--- config.mk ---
export PLATFORM = sky130hd
export DESIGN_NAME = pc_gen
export DESIGN_NICKNAME = d
export VERILOG_FILES = /design/src/rtl/pc_gen.sv
export SDC_FILE = /design/constraint.sdc
export NUM_CORES = 1
export LEC_CHECK = 0
export BUFFER_PORTS_ARGS = -buffer_cell sky130_fd_sc_hd__buf_2
export CAP_MARGIN = 20
export CORE_ASPECT_RATIO = 1.25
export CORE_MARGIN = 10
export CORE_UTILIZATION = 54
export DETAILED_ROUTE_END_ITERATION = 10
export GPL_TIMING_DRIVEN = 1
export PLACE_DENSITY_LB_ADDON = 0.25
export SYNTH_ARGS = -nofsm -noshare
export SYNTH_HDL_FRONTEND = slang
export SYNTH_SLANG_ARGS = --single-unit
--- constraint.sdc ---
create_clock -name clk -period 2.44 [get_ports clk]
set_input_delay 0.122 -clock clk [delete_from_list [all_inputs] [get_ports clk]]
set_output_delay 0.122 -clock clk [all_outputs]
set_load 0.02 [all_outputs]
--- src/rtl/pc_gen.sv ---
// pc_gen: program-counter generator for the IF stage.
// Drives the instruction-memory fetch address (pc) and chip enable (ce).
// It supports a reset vector, stall and imem-ready gating, and branch/jump
// redirects. A branch that arrives while the fetch cannot advance is parked
// in a pending buffer. Exception redirects take effect immediately.
//
// Optional feature macro: PC_ALIGN_CHECK_EN
//   defined   : a br_target with [1:0]!=0 is rejected, and misalign pulses for one cycle.
//   undefined : the low two target bits are forced to 0 on load, and misalign stays 0.
//
// Ports
//   clk, rst     clock (rising edge); synchronous active-high reset
//   stall        hazard-unit stall; holds pc
//   if_ready     imem accepts the current pc this cycle
//   br_valid     branch/jump taken this cycle, with target br_target
//   exc_valid    exception/eret redirect this cycle, with target exc_target
//   pc, ce       fetch address and fetch request valid
//   redir_taken  1-cycle pulse: a redirect was loaded into pc
//   misalign     1-cycle pulse: a misaligned br_target was rejected
module pc_gen #(
  parameter int unsigned       ADDR_W    = 32,
  parameter logic [ADDR_W-1:0] RESET_VEC = '0,
  parameter int unsigned       INC       = 4
) (
  input  logic              clk,
  input  logic              rst,
  input  logic              stall,
  input  logic              if_ready,
  input  logic              br_valid,
  input  logic [ADDR_W-1:0] br_target,
  input  logic              exc_valid,
  input  logic [ADDR_W-1:0] exc_target,
  output logic [ADDR_W-1:0] pc,
  output logic              ce,
  output logic              redir_taken,
  output logic              misalign
);

  typedef enum logic [1:0] {
    S_RST  = 2'd0,
    S_RUN  = 2'd1,
    S_HOLD = 2'd2
  } state_e;

  localparam logic [ADDR_W-1:0] INC_V     = ADDR_W'(INC);
  localparam logic [ADDR_W-1:0] WORD_MASK = ~ADDR_W'(3);

  state_e            state_q, state_d;
  logic [ADDR_W-1:0] pc_q, pc_d;
  logic              ce_q, ce_d;
  logic              redir_q, redir_d;
  logic              misalign_q, misalign_d;
  logic              pend_v_q, pend_v_d;
  logic [ADDR_W-1:0] pend_tgt_q, pend_tgt_d;

  logic              adv;
  logic              br_bad;
  logic              br_ok;
  logic [ADDR_W-1:0] br_tgt;
  logic [ADDR_W-1:0] exc_tgt;

  // Fetch advances only when a request is out, imem takes it, and nothing stalls.
  assign adv = ce_q & ~stall & if_ready;

  // Target conditioning: either reject misaligned branches or force word alignment.
`ifdef PC_ALIGN_CHECK_EN
  assign br_bad  = br_valid & (br_target[1:0] != 2'b00);
  assign br_tgt  = br_target;
  assign exc_tgt = exc_target;
`else
  assign br_bad  = 1'b0;
  assign br_tgt  = br_target & WORD_MASK;
  assign exc_tgt = exc_target & WORD_MASK;
`endif

  assign br_ok = br_valid & ~br_bad;

  // Next-state and next-output logic.
  always_comb begin
    state_d    = state_q;
    pc_d       = pc_q;
    ce_d       = ce_q;
    redir_d    = 1'b0;
    misalign_d = 1'b0;
    pend_v_d   = pend_v_q;
    pend_tgt_d = pend_tgt_q;

    unique case (state_q)
      S_RST: begin
        // The first edge after reset only raises ce. RESET_VEC is the first fetch.
        ce_d    = 1'b1;
        state_d = S_RUN;
      end

      S_RUN: begin
        misalign_d = br_bad & ~exc_valid;
        if (exc_valid) begin
          pc_d     = exc_tgt;
          pend_v_d = 1'b0;
          redir_d  = 1'b1;
        end else if (br_ok && adv) begin
          pc_d    = br_tgt;
          redir_d = 1'b1;
        end else if (br_ok) begin
          // The fetch cannot move this cycle. Park the target until it can.
          pend_tgt_d = br_tgt;
          pend_v_d   = 1'b1;
          state_d    = S_HOLD;
        end else if (adv) begin
          pc_d = pc_q + INC_V;
        end
      end

      S_HOLD: begin
        misalign_d = br_bad & ~exc_valid;
        if (exc_valid) begin
          // An exception flushes the parked branch.
          pc_d     = exc_tgt;
          pend_v_d = 1'b0;
          redir_d  = 1'b1;
          state_d  = S_RUN;
        end else if (adv && (pend_v_q || br_ok)) begin
          // The newest branch wins over the parked one.
          pc_d     = br_ok ? br_tgt : pend_tgt_q;
          pend_v_d = 1'b0;
          redir_d  = 1'b1;
          state_d  = S_RUN;
        end else if (adv) begin
          pc_d    = pc_q + INC_V;
          state_d = S_RUN;
        end else if (br_ok) begin
          pend_tgt_d = br_tgt;
        end
      end

      default: begin
        state_d = S_RST;
      end
    endcase
  end

  // State and output registers, with synchronous reset.
  always_ff @(posedge clk) begin
    if (rst) begin
      state_q    <= S_RST;
      pc_q       <= RESET_VEC;
      ce_q       <= 1'b0;
      redir_q    <= 1'b0;
      misalign_q <= 1'b0;
      pend_v_q   <= 1'b0;
      pend_tgt_q <= '0;
    end else begin
      state_q    <= state_d;
      pc_q       <= pc_d;
      ce_q       <= ce_d;
      redir_q    <= redir_d;
      misalign_q <= misalign_d;
      pend_v_q   <= pend_v_d;
      pend_tgt_q <= pend_tgt_d;
    end
  end

  assign pc          = pc_q;
  assign ce          = ce_q;
  assign redir_taken = redir_q;
  assign misalign    = misalign_q;

endmodule

=== Word-level counts from Yosys, hierarchy flattened ===
Cells that the tools add are included.

* Eq/ne operators: 13
* Reductions and logical operators: 9
* $add $sub $neg: 1
* Bitwise operators: 3
* Multiplexer cells: 32

{| class="wikitable"
|+ Operators by type and width
! cell !! number
|-
| two-way mux 32 bit || 12
|-
| one-hot mux 32 bit (2 select lines) || 2
|-
| adder 32 x 3 -> 32 bit (second input constant) || 1
|-
| two-way mux 2 bit || 6
|-
| inequality test 2 bit (second input constant) || 6
|-
| two-way mux 1 bit || 9
|-
| inequality test 3 bit (second input constant) || 3
|-
| inequality test 4 bit (second input constant) || 2
|-
| AND reduction 4 bit || 2
|-
| one-hot mux 2 bit (3 select lines) || 1
|-
| AND reduction 6 bit || 1
|-
| one-hot mux 1 bit (2 select lines) || 2
|-
| bitwise AND 1 bit || 2
|-
| equality test 2 x 1 -> 1 bit (second input constant) || 1
|-
| equality test 2 bit (second input constant) || 1
|-
| logical AND 1 bit || 2
|-
| zero test 2 bit || 1
|-
| AND reduction 2 bit || 1
|-
| nonzero test 2 bit || 1
|-
| logical OR 1 bit || 1
|-
| inverter 1 bit || 1
|}

* Logic and storage cells: 64
* Output and inout port bits: 35
* Flip-flop bits (word level): 69
* Input bits: 70

=== Depth between registers and ports, before layout ===
Gate-level depths: netlist of the first run.

* Depth after elaboration: 8
* Depth in mapped cells: 9
* Depth with buffers taken out: 7

=== Worst setup path after synthesis of the first run ===
Ideal clock, no wire load.

* Kind: flip-flop to flip-flop
* Start point: register pc_q[2], in the netlist pc[2]
* End point: register pc_q[26], in the netlist pc[26]
* Period minus slack after synthesis: 2.327 ns
* Cell stages (with the launch flop): 8
* Path slack: 0.113 ns
* Library setup time: 0.134 ns
* Path buffers: 1
* Data required time: 2.306 ns
* Arrival: 2.193 ns
* Cells stage by stage: dfxtp_1 -> ha_1 -> nand4b_2 -> or4_4 -> buf_6 -> or4b_1 -> nand3_1 -> a31oi_1

* Word-level cells in the longest chain between the ends: 6
* Elaborated cells on any way between the ends: 8
* Those cells by class: 1 x add/sub; 7 x mux

{| class="wikitable"
|+ RTL lines
! element !! line !! RTL
|-
| start: declaration || 49 || <nowiki>logic [ADDR_W-1:0] pc_q, pc_d;</nowiki>
|-
| start signal: assignment || 154 || <nowiki>pc_q <= pc_d;</nowiki>
|-
| adder 32 x 3 -> 32 bit * || 110, 129 ||
|-
| two-way mux 32 bit * || 109, 128 ||
|-
| two-way mux 32 bit || 104 || <nowiki>end else if (br_ok) begin</nowiki>
|-
| two-way mux 32 bit || 101 || <nowiki>end else if (br_ok && adv) begin</nowiki>
|-
| two-way mux 32 bit || 97 || <nowiki>if (exc_valid) begin</nowiki>
|-
| one-hot mux 32 bit (2 select lines) * || 88 || <nowiki>unique case (state_q)</nowiki>
|}

Every way passes the cells marked *; elsewhere a longest branch is shown, timed or not. The select of a mux whose other input is x is not followed.
A chain may end at the register's enable or synchronous reset.

=== Worst setup path after layout of the first run ===
* Start point: register pc_q[5], in the netlist pc[5]
* End point: register pc_q[19], in the netlist pc[19]

Same word-level chain as after synthesis.

==> metrics.md, run 1 <==
| Metric | Value |
|---|---|
| Status | `completed` |
| P&R area growth vs syn | `21.0%` |
| Final hold violations | `0` |
| Tcrit/Tclk final | `0.964` |
| Ys async rst share | `0` |
| Synth Warn # | `0` |
| Static leakage | `slightly below 2 nW` |
| Slew Limit Headroom | `0.486` |
| CP cell instances | `nand3_1 > or4_1 > buf_4 > or3_1 > a21oi_1 > o21a_1` |
| Switching part of the total | `0.347` |
| Clock buffer depth | `2` |
| Mapped Avg Cell Area | `approximately 7.3 µm²` |
| Fillers | `716` |
| All-Layer GR Usage | `0.241` |
| Sinks on the clock net | `69` |
| Slowest stage cell on the critical path | `or4_1` |
| Largest net degree at the start of global routing | `55` |
| Synthesized instance count | `586` |
| Crit-path max FO | `12` |
| Total core area | `7750 µm²` |
| Seq/Total Area, Yosys | `0.322` |
| First-pass GRT wire length | `roughly 24,000 µm` |
| WP data arrival | `2.66 ns` |
| Vias in the first global route | `roughly 5,000` |
| Pins Over Slew Limit | `0` |
| F_max | `between 400 and 500 MHz` |
| Min-Delay Path Class | `in -> reg` |
| Antenna violations before repair | `0` |
| Yosys reg bits | `just under 70` |
| Int Pwr | `a little over 2 mW` |
| Place WS | `between 0.1 and 0.15 ns` |
| Antenna diodes | `0` |
| Skew-Pair Late Insertion Delay | `0.36 ns` |
| Site Rows | `36` |
| Most common flop cell mapped by yosys | `dfxtp_1` |
| Routability-driven placement congestion ratio | `around 0.92` |
| I/O pin total | `105` |
| NetSw | `around 1.1 mW` |
| Cts bufs inserted | `9` |
| Most frequent cells in the layout | `nand2_1, buf_2, a21oi_1` |
| Crit-path max cell delay | `approximately 0.77 ns` |
| TritonRoute pass-1 iters | `6` |
| Initial DRC Count | `470` |
| Number of flops mapped to enable cells by yosys | `0` |
| Seq pwr share | `0.425` |
| Drt drc | `0` |
| Gr ovfl total | `0` |
| PwrDens | `around 600 nW/µm²` |
| Setup Buffers After CTS | `0` |
| Slew at the pin closest to its max-slew limit | `0.761 ns` |
| Die Wd | `~100 µm` |
| Worst Setup End Kind | `flop` |
| Synth area leader | `dfxtp_1` |
| Wirelength per Cell | `roughly 19 µm` |
| DP HPWL | `around 11,000 µm` |
| Kind of critical path | `reg -> reg` |
| Fraction of layout cells with a size suffix above 1 | `0.229` |
| Mapped Nets | `660` |
| CTS tree | `built` |
| Final ANT Viol Nets | `0` |
| Setup_tns | `0 ns` |
| Root Buffer | `clkbuf_8` |
| Dominant cells by area after synthesis | `dfxtp_1, nand2_1, a21oi_1` |
| Clock period minus worst slack | `2.35 ns` |
| Comb power frac | `0.264` |
| Port Buf Inserts | `slightly below 100` |
| Synth cell types | `between 60 and 70` |
| Max-Cap Viols | `0` |
| RSZ-0062 raised after global routing | `no` |
| CP required | `2.75 ns` |
| Vias/cell | `about 6.4` |
| Worst Skew | `about 0.0057 ns` |
| Mapped Area | `4280 µm²` |
| Clock Power Share | `0.311` |
| NumNets Final | `~760` |
| Worst setup margin | `0.0889 ns` |
| Post-route core utilization | `0.669` |
| Maximum VDD drop | `approximately 430 µV` |
| Total number of vias | `between 5,000 and 6,000` |
| H-tree Lvls | `3` |
| Starting Density | `0.553` |
| Routed WL | `roughly 15,000 µm` |
| Most common cell after layout, fill and taps aside | `nand2_1` |
| Setup-failing EPs final | `0` |
| Yosys top cell area share | `0.322` |
| Die Y | `120 µm` |
| CP startpoint kind | `flop` |
| Die area | `approximately 12,000 µm²` |
| Clk pin slew, worst setup/hold paths | `~0.08 ns` |
==> cells by family (layout without fill, tap and decap cells) <==
group | count (synthesis) | count (layout) | synth area share
and+or+nand+nor | 223 | 223 | 0.262
AOI/OAI and AO/OA | 207 | 207 | 0.308
DFF | 69 | 69 | 0.322
buffers and inverters | 69 | 170 | 0.0648
muxes | 10 | 10 | 0.0237
adders and majority gates | 4 | 4 | 0.0117
xor gates and xnor gates | 3 | 3 | 0.00613
other | 1 | 1 | 0.000875
==> area by class of cell <==
class / instances / area [µm²] / share of cell area
Sequential cell: 69 / 1380 / 0.266
Inverter: 20 / 75.1 / 0.0145
Clock buffer: 10 / 138 / 0.0266
Clock inverter: 6 / 62.6 / 0.0121
Tap cell: 95 / 119 / 0.0229
Timing Repair Buffer: 134 / 776 / 0.150
Multi-Input combinational cell: 448 / 2630 / 0.508
==> registers in the layout (all words and copies together) (netlist names) <==
register	cells
state_q	2
redir_taken	1
pc	32
ce	1
pend_v_q	1
pend_tgt_q	32
==> power groups by stage <==
stage	combinational [mW]	sequential, mW	clock, mW
final	0.822	1.32	0.968
after floorplan	0.427	1.40	0
after global routing	0.898	1.33	1.01
after detailed placement	0.801	1.34	0
after global placement	0.780	1.34	0
after CTS	0.815	1.32	0.973
==> synth_stat cells, drive strengths merged (3+ instances only) <==
library cell / instances
nand2: 104
a21oi: 70
dfxtp: 69
o21ai: 49
clkbuf: 36
nor2: 25
inv: 20
nand3: 19
buf: 13
nand4: 13
a31oi: 12
nor4: 12
nor2b: 10
a222oi: 9
and3: 9
mux2i: 9
a21o: 8
a221oi: 8
o21a: 6
o31a: 6
o31ai: 6
a32o: 5
nand3b: 5
nor3: 5
a211oi: 4
ha: 4
o211ai: 4
o311ai: 4
a221o: 3
o221ai: 3
or3: 3
or4: 3
==> final timing paths <==
check                                      end  cells past startpoint  slack (ns)            from
worst max register to register          pc[19]                      6        0.09           pc[5]
worst min register to register  pend_tgt_q[27]                      2        0.46  pend_tgt_q[27]
worst max-delay path                    pc[19]                      6        0.09           pc[5]
worst min-delay path            pend_tgt_q[10]                      3       0.003   br_target[10]
==> through the flow <==
| step | power, mW | cell area, µm² | hold WS [ns] | cells |
|---|---|---|---|---|
| floorplan | 1.83 | 4280 | 0.258 | 586 |
| global placement | 2.12 | 4910 | 0.370 | 759 |
| detailed placement | 2.15 | 4910 | 0.377 | 759 |
| CTS | 3.11 | 5180 | 0.000264 | 782 |
| global route | 3.25 | 5180 | 0.0250 | 782 |
| finish | 3.11 | 5180 | 0.00299 | 782 |
==> critical path: cells and delay by family, from the launching register on <==
family                 cells  cell delay (ns)
and+or+nand+nor            3             1.26
AOI/OAI and AO/OA          2             0.32
buffers and inverters      1             0.27
DFF                        1             0.45
==> routing by layer <==
layer | GRT usage | wire length, µm
met1 | 0.267 | 5620
met2 | 0.408 | 7400
met3 | 0.0551 | 1180
met4 | 0.141 | 619
met5 | 0 | 0
==> what timing repair did <==
item,4_1_cts,5_1_grt
gates resized for setup,0,0
hold buffers,7,0
hold endpoints to repair,7,0
No activity file was read; power rests on OpenSTA's default activity.
==> run 2, diff against run 1 <==
--- a/config.mk
+++ b/config.mk
@@ -5,12 +5,12 @@
 export SDC_FILE = /design/constraint.sdc
 export NUM_CORES = 1
 export LEC_CHECK = 0
-export BUFFER_PORTS_ARGS = -buffer_cell sky130_fd_sc_hd__buf_2
 export CAP_MARGIN = 20
 export CORE_ASPECT_RATIO = 1.25
 export CORE_MARGIN = 10
-export CORE_UTILIZATION = 54
+export CORE_UTILIZATION = 62
 export DETAILED_ROUTE_END_ITERATION = 10
+export DONT_BUFFER_PORTS = 1
 export GPL_TIMING_DRIVEN = 1
 export PLACE_DENSITY_LB_ADDON = 0.25
 export SYNTH_ARGS = -nofsm -noshare
==> constraint.sdc (replaced) <==
create_clock -name clk -period 2.6 [get_ports clk]
set_input_delay 0.13 -clock clk [delete_from_list [all_inputs] [get_ports clk]]
set_output_delay 0.13 -clock clk [all_outputs]
set_load 0.02 [all_outputs]
==> run 2 against run 1 <==
- count of clock-buffer cells in the layout down 1
- total power down 3.5%
- non-clock buffer count down 69
- first-iteration DRC count up 26%
- final cell count down 9.8%
- global-route usage up 2.7 points
- flip-flop and latch count unchanged
- maximum frequency down 2.4%
- clock skew up 0.0060 ns
==> metrics.md, run 2 (synthesis gave the netlist of run 1 again) <==
| Metric | Value |
|---|---|
| Status | `completed` |
| RSZ-0062 raised after global routing | `no` |
| P&R area growth vs syn | `17.5%` |
| Multi-input logic area | `~2600 µm²` |
| Routed WL | `approximately 15,000 µm` |
| Final ANT Viol Nets | `0` |
| PwrDens | `597 nW/µm²` |
| Starting Density | `0.644` |
| Vias/cell | `~6.8` |
| Die Y | `between 100 and 150 µm` |
| Clock buffer depth | `2` |
| DP Area | `4430 µm²` |
| Initial DRC Count | `~590` |
| Slew Limit Headroom | `0.568` |
| Crit-path max FO | `15` |
| CP required | `2.91 ns` |
| Routability-driven placement congestion ratio | `about 0.89` |
| Seq pwr share | `0.434` |
| Die Wd | `between 90 and 100 µm` |
| First-pass GRT wire length | `between 20,000 and 25,000 µm` |
| Clock Power Share | `0.359` |
| Tcrit/Tclk final | `0.926` |
| Place WS | `around 0.22 ns` |
| Drt drc | `0` |
| Skew-Pair Late Insertion Delay | `roughly 0.36 ns` |
| I/O pin total | `roughly 110` |
| Fillers | `500` |
| Max-Cap Viols | `0` |
| Sinks on the clock net | `between 60 and 70` |
| Total number of vias | `between 4,000 and 5,000` |
| Static leakage | `~1.7 nW` |
| Site Rows | `33` |
| Setup_tns | `0 ns` |
| Maximum VDD drop | `just under 600 µV` |
| Clock period minus worst slack | `~2.4 ns` |
| Final Cell Area | `between 5000 and 6000 µm²` |
| Pins Over Slew Limit | `0` |
| Largest net degree at the start of global routing | `between 50 and 60` |
| Worst Skew | `0.0117 ns` |
| Wirelength per Cell | `around 21 µm` |
| Die area | `~11,000 µm²` |
| Gr ovfl total | `0` |
| All-Layer GR Usage | `0.268` |
| Final hold violations | `0` |
| Most frequent cells in the layout | `nand2_1, a21oi_1, dfxtp_1` |
| Antenna diodes | `0` |
| Switching part of the total | `0.323` |
| Worst setup margin | `around 0.19 ns` |
| Kind of critical path | `reg -> reg` |
| Slew at the pin closest to its max-slew limit | `about 0.64 ns` |
| Most common cell after layout, fill and taps aside | `nand2_1` |
| Root Buffer | `clkbuf_8` |
| Vias in the first global route | `between 4,000 and 5,000` |
| NumNets Final | `between 600 and 700` |
| CP startpoint kind | `flop` |
| Register Area | `around 1400 µm²` |
| Comb power frac | `0.207` |
| Worst Setup End Kind | `flop` |
| F_max | `just over 400 MHz` |
| CTS tree | `built` |
| Cts bufs inserted | `9` |
| TritonRoute pass-1 iters | `7` |
| WP data arrival | `2.72 ns` |
| H-tree Lvls | `3` |
| Int Pwr | `2.04 mW` |
| DP HPWL | `9770 µm` |
| Min-Delay Path Class | `in -> reg` |
| Setup-failing EPs final | `0` |
| NetSw | `970 µW` |
| Antenna violations before repair | `0` |
| Fraction of layout cells with a size suffix above 1 | `0.0987` |
| Clk pin slew, worst setup/hold paths | `0.08 ns` |
| Port Buf Inserts | `0` |
| Total core area | `between 6000 and 7000 µm²` |
==> run 2: final timing paths <==
check                               startpoint             end  slack (ns)  cells after the start
worst max-delay path                     pc[5]          pc[17]        0.19                      5
worst min-delay path             exc_target[2]           pc[2]        0.02                      3
worst max register to register           pc[5]          pc[17]        0.19                      5
worst min register to register  pend_tgt_q[31]  pend_tgt_q[31]        0.46                      2
==> run 2: layout make-up <==
class	instances	share of cell area
clock buffers	9	0.0246
clock inverters	7	0.0226
inverters	20	0.0149
multi-input cells	448	0.525
flip-flops and latches	69	0.274
well taps	87	0.0216
repair buffers	65	0.116
==> run 2: power by group through the flow <==
stage	clock (mW)	combinational, mW	sequential (mW)
2_1_floorplan	0	0.401	1.31
4_1_cts	1.08	0.607	1.30
5_1_grt	1.12	0.678	1.32
3_5_place_dp	0	0.541	1.33
3_3_place_gp	0	0.524	1.32
6_report	1.08	0.623	1.30
==> run 2: timing repair <==
item,4_1_cts,5_1_grt
buffers inserted,0,0
gates resized for setup,0,1
hold buffers,35,0
hold endpoints to repair,57,0
setup endpoints to repair,0,1
==> run 2: metal layers <==
metal / GRT usage / vias up / part of all wire
met5: 0 / - / 0
met4: 0.136 / 0 / 0.039
met3: 0.0847 / 45 / 0.11
met2: 0.436 / 306 / 0.48
met1: 0.304 / 2227 / 0.36
li1: - / 2217 / -
==> run 2: through the flow <==
stage,util,hold slack [ns],instances,total power [mW]
3_3_place_gp,0.667,0.207,654,1.85
5_1_grt,0.757,0.0174,705,3.11
3_5_place_dp,0.667,0.209,654,1.87
4_1_cts,0.757,0.00700,705,2.98
6_report,0.757,0.0166,705,3.01
2_1_floorplan,-,0.266,586,1.71
==> run 2: critical path, stage by stage, from the launching register on <==
cell and delay (ns):
dfxtp_1 0.56, nand3_1 0.17, or4_1 0.77, or4_1 0.57
a21oi_1 0.16, o21a_1 0.13
==> run 3, diff against run 2 <==
--- a/config.mk
+++ b/config.mk
@@ -5,6 +5,7 @@
 export SDC_FILE = /design/constraint.sdc
 export NUM_CORES = 1
 export LEC_CHECK = 0
+export ABC_AREA = 1
 export CAP_MARGIN = 20
 export CORE_ASPECT_RATIO = 1.25
 export CORE_MARGIN = 10
@@ -12,7 +13,7 @@
 export DETAILED_ROUTE_END_ITERATION = 10
 export DONT_BUFFER_PORTS = 1
 export GPL_TIMING_DRIVEN = 1
-export PLACE_DENSITY_LB_ADDON = 0.25
+export PLACE_DENSITY_LB_ADDON = 0.3
 export SYNTH_ARGS = -nofsm -noshare
 export SYNTH_HDL_FRONTEND = slang
 export SYNTH_SLANG_ARGS = --single-unit
==> run 3 against run 2 <==
- global-route usage grew 0.16 points
- register-to-register slack is essentially flat
- critical path type unchanged
- die area grew 9.9%
- via count grew 11%
- combinational power grew 25%
- critical endpoint is now pend_tgt_q[3]
- cell area grew 1.2%
- core utilization shrank 7.7 points
- largest power group unchanged
- highest routed layer unchanged
- maximum frequency grew 0.16%
- sequential power grew 13%
- setup slack gained 0.0040 ns
==> metrics.md, run 3 <==
| Metric | Value |
|---|---|
| Place WS | `0.440 ns` |
| Site Rows | `35` |
| Max-Cap Viols | `0` |
| H-tree Lvls | `3` |
| Antenna diodes | `0` |
| Die Wd | `between 90 and 100 µm` |
| Final Non-Filler Cells | `875` |
| Number of flops mapped to enable cells by yosys | `0` |
| Total core area | `~7500 µm²` |
| Register Area | `~1400 µm²` |
| P&R area growth vs syn | `5.72%` |
| Vias/cell | `between 6 and 7` |
| Worst Reg-to-Reg Cells | `9` |
| I/O pin total | `roughly 110` |
| Post_cts resized | `0` |
| F_max | `416 MHz` |
| Synth cell types | `39` |
| Antenna violations before repair | `0` |
| Setup Buffers After CTS | `0` |
| Final hold slack | `~0.0028 ns` |
| Slew at the pin closest to its max-slew limit | `0.957 ns` |
| Ys async rst share | `0` |
| Wirelength per Cell | `roughly 18 µm` |
| Clk pin slew, worst setup/hold paths | `approximately 0.080 ns` |
| Final ANT Viol Nets | `0` |
| First-pass GRT wire length | `26,000 µm` |
| Synth Warn # | `0` |
| Initial DRC Count | `497` |
| Setup-failing EPs final | `0` |
| R2R Setup Slk | `a little under 0.2 ns` |
| Hold Crit Depth | `2` |
| Most frequent cells in the layout | `nand2_1, nor2_1, o21ai_0` |
| Cts bufs inserted | `9` |
| CTS Hold Bufs | `3` |
| Final hold violations | `0` |
| CTS tree | `built` |
| Port Buf Inserts | `0` |
| Yosys top cell area share | `0.287` |
| Worst Setup End Kind | `flop` |
| All-Layer GR Usage | `0.269` |
| Static leakage | `2.10 nW` |
| Mapped Avg Cell Area | `6.09 µm²` |
| Top-count cell post-synth | `nand2_1` |
| Seq/Total Area, Yosys | `0.287` |
| TritonRoute pass-1 iters | `6` |
| Min-Delay Path Class | `in -> reg` |
| Routability-driven placement congestion ratio | `between 0.9 and 1` |
| Synthesized instance count | `between 700 and 800` |
| Multi-input logic area | `around 2900 µm²` |
| Drt drc | `0` |
| Synth cell count leaders | `nand2_1, nor2_1, o21ai_0` |
| Starting Density | `0.643` |
| Dominant cells by area after synthesis | `dfxtp_1, nand2_1, o21ai_0` |
| Tcrit/Tclk final | `0.925` |
| DP HPWL | `between 10,000 and 15,000 µm` |
| RSZ-0062 raised after global routing | `no` |
| NumNets Final | `approximately 850` |
| Kind of critical path | `reg -> reg` |
| Setup_tns | `0 ns` |
| Pins Over Slew Limit | `0` |
| Placed Cells | `around 860` |
| Die area | `about 12,000 µm²` |
| Slew Limit Headroom | `0.360` |
| Die Y | `between 100 and 150 µm` |
| Yosys reg bits | `69` |
| Most common cell after layout, fill and taps aside | `nand2_1` |
| Total number of vias | `5,304` |
| Maximum VDD drop | `411 µV` |
| Clock buffer depth | `2` |
| PwrDens | `between 600 and 700 nW/µm²` |
| Sinks on the clock net | `slightly below 70` |
| Skew-Pair Late Insertion Delay | `around 0.35 ns` |
| Clock period minus worst slack | `2.40 ns` |
| Routed WL | `around 16,000 µm` |
| Fraction of layout cells with a size suffix above 1 | `0.0817` |
| Largest net degree at the start of global routing | `62` |
| Crit-path max FO | `20` |
| Mapped Nets | `865` |
| Vias in the first global route | `between 5,000 and 6,000` |
| Worst Skew | `between 0.007 and 0.008 ns` |
| Worst setup margin | `a little under 0.2 ns` |
| Fillers | `slightly below 700` |
| Post-route core utilization | `0.680` |
| Most common flop cell mapped by yosys | `dfxtp_1` |
| CP startpoint kind | `flop` |
| WP data arrival | `2.68 ns` |
| Root Buffer | `clkbuf_8` |
| Status | `completed` |
| Synth area leader | `dfxtp_1` |
| CP required | `roughly 2.9 ns` |
| Mapped Area | `4820 µm²` |
| Gr ovfl total | `0` |
-- run 3: cell count changes after synthesis, moves of 12 or more --
cell      delta
a211oi_1    +12
o21ai_0     +35
nor2_1      +72
nand3_1     +31
clkbuf_1    -13
inv_1       +53
nand2_1     +98
-- run 3: layout make-up --
cell class,instances,share of cell area
clock inverter,5,0.0165
inverter,84,0.0619
timing repair buffer,14,0.0221
clock buffer,11,0.0278
tap,92,0.0226
sequential,69,0.271
multi-input combinational,600,0.578
-- run 3: cells by family after synthesis --
family / Yosys count / share of synthesized area
adder cells (fa/ha/maj): 4 / 0.0104
flip-flops: 69 / 0.287
multiplexers: 3 / 0.00624
AO/OA/AOI/OAI: 186 / 0.217
XOR/XNOR: 8 / 0.0145
AND/OR/NAND/NOR: 398 / 0.362
buffers and inverters: 122 / 0.102
other: 1 / 0.000779
-- run 3: metrics by stage --
step	cell area [µm²]	power (mW)
3_5_place_dp	4840	2.24
3_3_place_gp	4840	2.22
2_1_floorplan	4820	2.04
6_report	5090	3.26
5_1_grt	5090	3.44
4_1_cts	5090	3.25
-- run 3: metal layers --
layer / wire [µm] / global-route usage / vias up / part of all wire
met5: 0 / 0 / - / 0
met4: 1210 / 0.206 / 0 / 0.075
met3: 1700 / 0.0845 / 75 / 0.11
met2: 7360 / 0.417 / 289 / 0.46
met1: 5700 / 0.299 / 2365 / 0.36
li1: - / - / 2575 / -
-- run 3: worst max-delay path, stage by stage (launching register included) --
cell           delay [ns]
dfxtp_1              0.35
inv_1                0.08
ha_1                 0.34
buf_4                0.22
o21ai_1              0.17
o21ai_2              0.09
inv_2                0.26
nand3_1              0.10
dlygate4sd3_1        0.57
a21oi_1              0.13
-- run 3: power by group --
group          internal [mW]  leakage, nW  switching (mW)
combinational          0.269         1.42           0.511
sequential              1.21        0.567           0.269
clock                  0.568        0.106           0.440
total                   2.04         2.10            1.22
-- run 3: worst paths after layout --
check            startpoint            end
max              state_q[0]  pend_tgt_q[3]
max reg2reg      state_q[0]  pend_tgt_q[3]
min reg2reg   pend_tgt_q[2]  pend_tgt_q[2]
min          exc_target[22]         pc[22]
